--- config.mk ---
export PLATFORM = sky130hd
export DESIGN_NAME = ifetch_unit_flat
export DESIGN_NICKNAME = d
export VERILOG_FILES = /design/src/rtl/ifetch_unit_if.sv /design/src/rtl/ifetch_unit.sv /design/src/flat_wrapper.sv
export SDC_FILE = /design/constraint.sdc
export NUM_CORES = 1
export LEC_CHECK = 0
export CAP_MARGIN = 0
export CORE_MARGIN = 4
export CORE_UTILIZATION = 25
export CTS_BUF_LIST = sky130_fd_sc_hd__clkbuf_4
export CTS_CLUSTER_DIAMETER = 40
export DETAILED_ROUTE_END_ITERATION = 8
export SLEW_MARGIN = 20
export SYNTH_ARGS = -nofsm -noshare
export SYNTH_HDL_FRONTEND = slang
export SYNTH_SLANG_ARGS = --single-unit
--- constraint.sdc ---
create_clock -name clk -period 5.35 [get_ports clk]
set_input_delay 0.535 -clock clk [delete_from_list [all_inputs] [get_ports clk]]
set_output_delay 0.535 -clock clk [all_outputs]
set_load 0.01 [all_outputs]
--- src/rtl/ifetch_unit_if.sv ---
// Instruction-fetch bus: memory address/data, redirect request and decode handshake.
// master = fetch unit side, slave = memory/branch/decode environment side.
// Ports: im_addr/im_q (memory), redirect_valid/redirect_addr, instr_valid/instr/instr_pc/instr_ready.
interface ifetch_unit_if #(
    parameter int IM_ADDRESS_WIDTH  = 6,
    parameter int INSTRUCTION_WIDTH = 32
);
    logic [IM_ADDRESS_WIDTH-1:0]  im_addr;
    logic [INSTRUCTION_WIDTH-1:0] im_q;
    logic                         redirect_valid;
    logic [IM_ADDRESS_WIDTH-1:0]  redirect_addr;
    logic                         instr_valid;
    logic [INSTRUCTION_WIDTH-1:0] instr;
    logic [IM_ADDRESS_WIDTH-1:0]  instr_pc;
    logic                         instr_ready;

    modport master (
        output im_addr,
        input  im_q,
        input  redirect_valid,
        input  redirect_addr,
        output instr_valid,
        output instr,
        output instr_pc,
        input  instr_ready
    );

    modport slave (
        input  im_addr,
        output im_q,
        output redirect_valid,
        output redirect_addr,
        input  instr_valid,
        input  instr,
        input  instr_pc,
        output instr_ready
    );
endinterface

--- src/rtl/ifetch_unit.sv ---
// Instruction prefetcher: streams sequential words from a 1-cycle-latency memory into a small buffer.
// Latency: read issued in cycle N, pushed at end of N+1, visible at the head in N+2; one instr/cycle sustained.
// Backpressure: reads stop while buffered + in-flight entries reach FIFO_DEPTH; redirect flushes everything.
// Ports: clk, rst (sync, active-high), bus (ifetch_unit_if.master: memory, redirect, decode handshake).
module ifetch_unit #(
    parameter int IM_ADDRESS_WIDTH  = 6,
    parameter int INSTRUCTION_WIDTH = 32,
    parameter int FIFO_DEPTH        = 4
) (
    input  logic          clk,
    input  logic          rst,
    ifetch_unit_if.master bus
);
    localparam int CNT_W = $clog2(FIFO_DEPTH + 1);
    localparam int PTR_W = $clog2(FIFO_DEPTH);
    localparam logic [CNT_W:0] DEPTH_LIM = (CNT_W + 1)'(FIFO_DEPTH);

    typedef enum logic {IDLE, RUN} state_t;

    state_t                         state;
    logic [IM_ADDRESS_WIDTH-1:0]    fetch_pc;
    logic [IM_ADDRESS_WIDTH-1:0]    tag;
    logic                           inflight;
    logic [CNT_W-1:0]               count;
    logic [PTR_W-1:0]               wr_ptr;
    logic [PTR_W-1:0]               rd_ptr;
    logic [IM_ADDRESS_WIDTH-1:0]    pc_buf  [FIFO_DEPTH];
    logic [INSTRUCTION_WIDTH-1:0]   ins_buf [FIFO_DEPTH];

    logic           flush;
    logic           issue;
    logic           push;
    logic           pop;
    logic           head_vld;
    logic [CNT_W:0] occupancy;

    // In-flight read reserves a slot so its response always has room to land.
    assign occupancy = {1'b0, count} + {{CNT_W{1'b0}}, inflight};
    assign flush     = (state == RUN) && bus.redirect_valid;
    assign issue     = (state == RUN) && !bus.redirect_valid && (occupancy < DEPTH_LIM);
    assign push      = inflight && !flush;
    assign head_vld  = (count != '0);
    assign pop       = head_vld && bus.instr_ready && !flush;

    always_ff @(posedge clk) begin
        if (rst) begin
            state    <= IDLE;
            fetch_pc <= '0;
            tag      <= '0;
            inflight <= 1'b0;
            count    <= '0;
            wr_ptr   <= '0;
            rd_ptr   <= '0;
        end else if (state == IDLE) begin
            state <= RUN;
        end else if (flush) begin
            // The word returning this cycle belongs to the old stream and is dropped.
            fetch_pc <= bus.redirect_addr;
            inflight <= 1'b0;
            count    <= '0;
            wr_ptr   <= '0;
            rd_ptr   <= '0;
        end else begin
            inflight <= issue;
            if (issue) begin
                tag      <= fetch_pc;
                fetch_pc <= fetch_pc + IM_ADDRESS_WIDTH'(1);
            end
            if (push) begin
                wr_ptr <= wr_ptr + PTR_W'(1);
            end
            if (pop) begin
                rd_ptr <= rd_ptr + PTR_W'(1);
            end
            if (push && !pop) begin
                count <= count + CNT_W'(1);
            end else if (pop && !push) begin
                count <= count - CNT_W'(1);
            end
        end
    end

    // Storage needs no reset: outputs are masked to zero whenever the buffer is empty.
    always_ff @(posedge clk) begin
        if (!rst && push) begin
            pc_buf[wr_ptr]  <= tag;
            ins_buf[wr_ptr] <= bus.im_q;
        end
    end

    assign bus.im_addr     = fetch_pc;
    assign bus.instr_valid = head_vld;
    assign bus.instr       = head_vld ? ins_buf[rd_ptr] : '0;
    assign bus.instr_pc    = head_vld ? pc_buf[rd_ptr] : '0;
endmodule

--- src/flat_wrapper.sv ---
// flat-port wrapper written by rule: the top's interface ports become plain ports
module ifetch_unit_flat 
#(
    parameter int IM_ADDRESS_WIDTH  = 6,
    parameter int INSTRUCTION_WIDTH = 32,
    parameter int FIFO_DEPTH        = 4
)
  (clk, rst, bus_im_addr, bus_im_q, bus_redirect_valid, bus_redirect_addr, bus_instr_valid, bus_instr, bus_instr_pc, bus_instr_ready);
  ifetch_unit_if #(.IM_ADDRESS_WIDTH(IM_ADDRESS_WIDTH), .INSTRUCTION_WIDTH(INSTRUCTION_WIDTH)) bus_i ();
  input  logic clk;
  input  logic rst;
  output wire logic [$bits(bus_i.im_addr)-1:0] bus_im_addr;
  input wire logic [$bits(bus_i.im_q)-1:0] bus_im_q;
  input wire logic [$bits(bus_i.redirect_valid)-1:0] bus_redirect_valid;
  input wire logic [$bits(bus_i.redirect_addr)-1:0] bus_redirect_addr;
  output wire logic [$bits(bus_i.instr_valid)-1:0] bus_instr_valid;
  output wire logic [$bits(bus_i.instr)-1:0] bus_instr;
  output wire logic [$bits(bus_i.instr_pc)-1:0] bus_instr_pc;
  input wire logic [$bits(bus_i.instr_ready)-1:0] bus_instr_ready;
  assign bus_im_addr = bus_i.im_addr;
  assign bus_i.im_q = bus_im_q;
  assign bus_i.redirect_valid = bus_redirect_valid;
  assign bus_i.redirect_addr = bus_redirect_addr;
  assign bus_instr_valid = bus_i.instr_valid;
  assign bus_instr = bus_i.instr;
  assign bus_instr_pc = bus_i.instr_pc;
  assign bus_i.instr_ready = bus_instr_ready;
  ifetch_unit #(.IM_ADDRESS_WIDTH(IM_ADDRESS_WIDTH), .INSTRUCTION_WIDTH(INSTRUCTION_WIDTH), .FIFO_DEPTH(FIFO_DEPTH)) u_core (.clk(clk), .rst(rst), .bus(bus_i));
endmodule
==> flow_metrics.env <==
export IMPL_layout_commonest_cell="edfxtp_1"
export IMPL_preCtsSetupSlack_ns=2.20
export IMPL_drc_errors=0
export IMPL_max_stage_delay_ns=0.87
export IMPL_worst_setup_ep_type="output port"
export IMPL_worst_ep_required_time_ns=4.82
export IMPL_gp_congestion=0.738
export IMPL_report_final_slew_viol_count=0
export IMPL_critical_path_max_fanout=38
export IMPL_chipWidth_um=174
export IMPL_fin_nets=512
export IMPL_wire_length_per_cell_after_detailed_routing_um=17.0
export IMPL_run_status="finished clean"
export IMPL_async_flop_share_pct=0
export IMPL_power_leakage_nw=2.61
export IMPL_drt_pre_antenna_iters=4
export IMPL_timing_reg2reg_setup_slack_ns=2.79
export IMPL_grt_pass1_wl_mm=22.0
export IMPL_worst_setup_path_start_kind="flip-flop"
export IMPL_layout_cells_most_common_list="edfxtp_1, clkdlybuf4s50_1, and2_1"
export IMPL_dieArea_um2=30100
export IMPL_holdBufCountCts=0
export IMPL_first_global_vias=3852
export IMPL_hold_path_end="u_core.tag[1]"
export IMPL_hold_viol_final=0
export IMPL_power_ir_vdd_worst_mv=0.144
export IMPL_cts_resized_gates=0
export IMPL_timing_critical_path_slowest_stage_cell="dfxtp_4"
export IMPL_core_area_um2=27000
export IMPL_floorplan_die_height_um=174
export IMPL_cts_post_setup_buffers_inserted=0
export IMPL_netlist_top_cell_by_area="edfxtp_1"
export IMPL_start_util_pct=25.4
export IMPL_area_delta_synth_final_pct=22.6
export IMPL_design_portCount=87
export IMPL_hp_start="u_core.tag[1]"
export IMPL_rsz0062_at_grt="no"
export IMPL_setup_violations=0
export IMPL_chain_of_cells_forming_the_critical_path="mux4_2 -> and2_1 -> clkdlybuf4s50_1"
export IMPL_grt_max_degree=44
export IMPL_final_min_period_over_clock_period_pct=60.7
export IMPL_cts_inserted_buffers=17
export IMPL_ys_top_cells_by_area="edfxtp_1, mux4_2, dfxtp_1, and2_1, nand2_1"
export IMPL_port_buffers=86
export IMPL_max_slew_worst_pin_slew_ns=1.04
export IMPL_r2r_worst_path_cells=8
export IMPL_fin_tns_setup_ns=0
export IMPL_n_fill_cell=2590
export IMPL_antenna_cells=0
export IMPL_grt_antenna_before_repair=0
export IMPL_count_of_maximum_capacitance_violations=0
export IMPL_postSynthCellCount=374
export IMPL_synthesis_warning_total=0
export IMPL_synthDistinctLibCells=33
export IMPL_dr_first_iter_drc_count=223
export IMPL_number_of_enable_type_register_cells_in_the_synthesized_netlist=152
export IMPL_cts_tree="built"
export IMPL_cp_data_arrival_time_ns=2.72
export IMPL_dominantRegCellSynth="edfxtp_1"
export IMPL_min_delay_path_class="reg -> reg"
export IMPL_detailroute_via_count=3511
export IMPL_dr_vias_cell=4.30
export IMPL_synth_yosys_seq_area_share_pct=73.3
export IMPL_clock_sinks=175
export IMPL_cell_row_count=60
export IMPL_cts_root_buffer="clkbuf_4"
export IMPL_synth_fp_nets=423
export IMPL_fin_crit_ns=3.25
export IMPL_min_path_cells=2
export IMPL_power_density_nw_per_um2=304
export IMPL_yosys_register_bits=175
export IMPL_timing_slew_headroom_pct=30.8
export IMPL_clk_latency_ns=0.53
export IMPL_syn_area_per_cell_um2=18.3
export IMPL_post_dp_cell_area_um2=8030
export IMPL_critical_path_reg2reg_endpoint="u_core.count[2]"
export IMPL_synthesis_area_um2=6850
export IMPL_drt_wl_total_mm=13.9
export IMPL_htree_num_levels=4
export IMPL_post_dp_hpwl_mm=8.92
export IMPL_final_antenna_net_count=0
export IMPL_globalRouteTotalUtil_pct=9.54
export IMPL_rr_startpoint="u_core.count[2]"
export IMPL_globalRoute_totalOverflow=0
export IMPL_synth_top_cell_area_share_pct=66.6
export IMPL_clk_path_buf_depth=2
export IMPL_critical_path_start_end_classification="reg -> out"
export IMPL_layout_drive_gt1_share_pct=16.2
export IMPL_finalClockSkew_ns=0.0239
export IMPL_clk_pin_slew_worst_paths_ns=0.13
export IMPL_fmax_mhz=308
export IMPL_hold_slack_final_ns=0.510
export IMPL_min_setup_slack_post_route_ns=2.10
export IMPL_finish_instance_area_um2=8400
## registers in the layout (all words and copies together) (netlist names), named ones only
register and count:
u_core.ins_buf 128, u_core.pc_buf 24, u_core.bus.im_addr 6, u_core.tag 6, u_core.count 3, u_core.rd_ptr 2
u_core.wr_ptr 2, u_core.inflight 1, u_core.state 1
## through the flow
stage | power (mW) | instances | util, %
floorplan | 1.62 | 374 | -
finish | 2.55 | 817 | 31.2
global placement | 1.73 | 784 | 29.8
CTS | 2.58 | 816 | 31.1
detailed placement | 1.73 | 784 | 29.8
global route | 2.67 | 817 | 31.2
## how the worst max path moves through the flow
stage                                  endpoint  slack (ns)  cells past startpoint
after global placement    u_core.ins_buf[0][18]        2.29                      4
after detailed placement        u_core.count[2]        2.20                      9
after floorplan            u_core.ins_buf[2][0]        3.14                      3
after CTS                       bus_instr_pc[5]        1.95                      3
final                             bus_instr[13]        2.10                      3
after global routing            bus_instr_pc[2]        1.81                      3
## worst max-delay path, delay by kind of cell (launching register included)
kind,cells,cell delay (ns)
flops,1,0.87
mux,1,0.63
buf+inv,1,0.48
simple gates,1,0.18
## where the power goes
group	switching, mW	internal, mW
logic	0.0892	0.105
registers	0.0143	1.49
clock network	0.432	0.416
total	0.536	2.01
## kinds of logic after synthesis
logic type | after synthesis | synth area share [%]
buffers and inverters | 25 | 2.15
muxes | 38 | 12.5
AOI/OAI and AO/OA | 27 | 2.19
adders and majority gates | 7 | 1.39
DFF | 175 | 73.3
and+or+nand+nor | 94 | 7.41
xor gates and xnor gates | 8 | 1.02
## cells in the mapped netlist (all sizes together) (2+ instances only)
master and number:
nor2 10, xor2 4, mux4 38, nand3 6, o21ai 8, nand2 23
buf 10, nor3 4, clkbuf 7, and3 5, xnor2 4, edfxtp 152
and2 40, dfxtp 23, ha 6, a21oi 15, nand4 2, inv 7
## routing by layer
metal	vias to the layer above	share of wire (%)	track usage, %
met5	-	0	0
met4	0	0.73	2.59
li1	1625	-	-
met3	7	5.5	3.21
met2	85	52	16.2
met1	1794	42	11.6
## area by class of cell
| type | count | area (um^2) | area share [%] |
|---|---|---|---|
| Timing Repair Buffer | 87 | 881 | 10.5 |
| Tap cell | 341 | 427 | 5.08 |
| Clock buffer | 17 | 128 | 1.52 |
| Clock inverter | 15 | 218 | 2.59 |
| Sequential cell | 175 | 5030 | 59.9 |
| Multi-Input combinational cell | 174 | 1690 | 20.1 |
| Inverter | 8 | 30.0 | 0.358 |
Note: power is estimated with default switching activity, not from simulation.
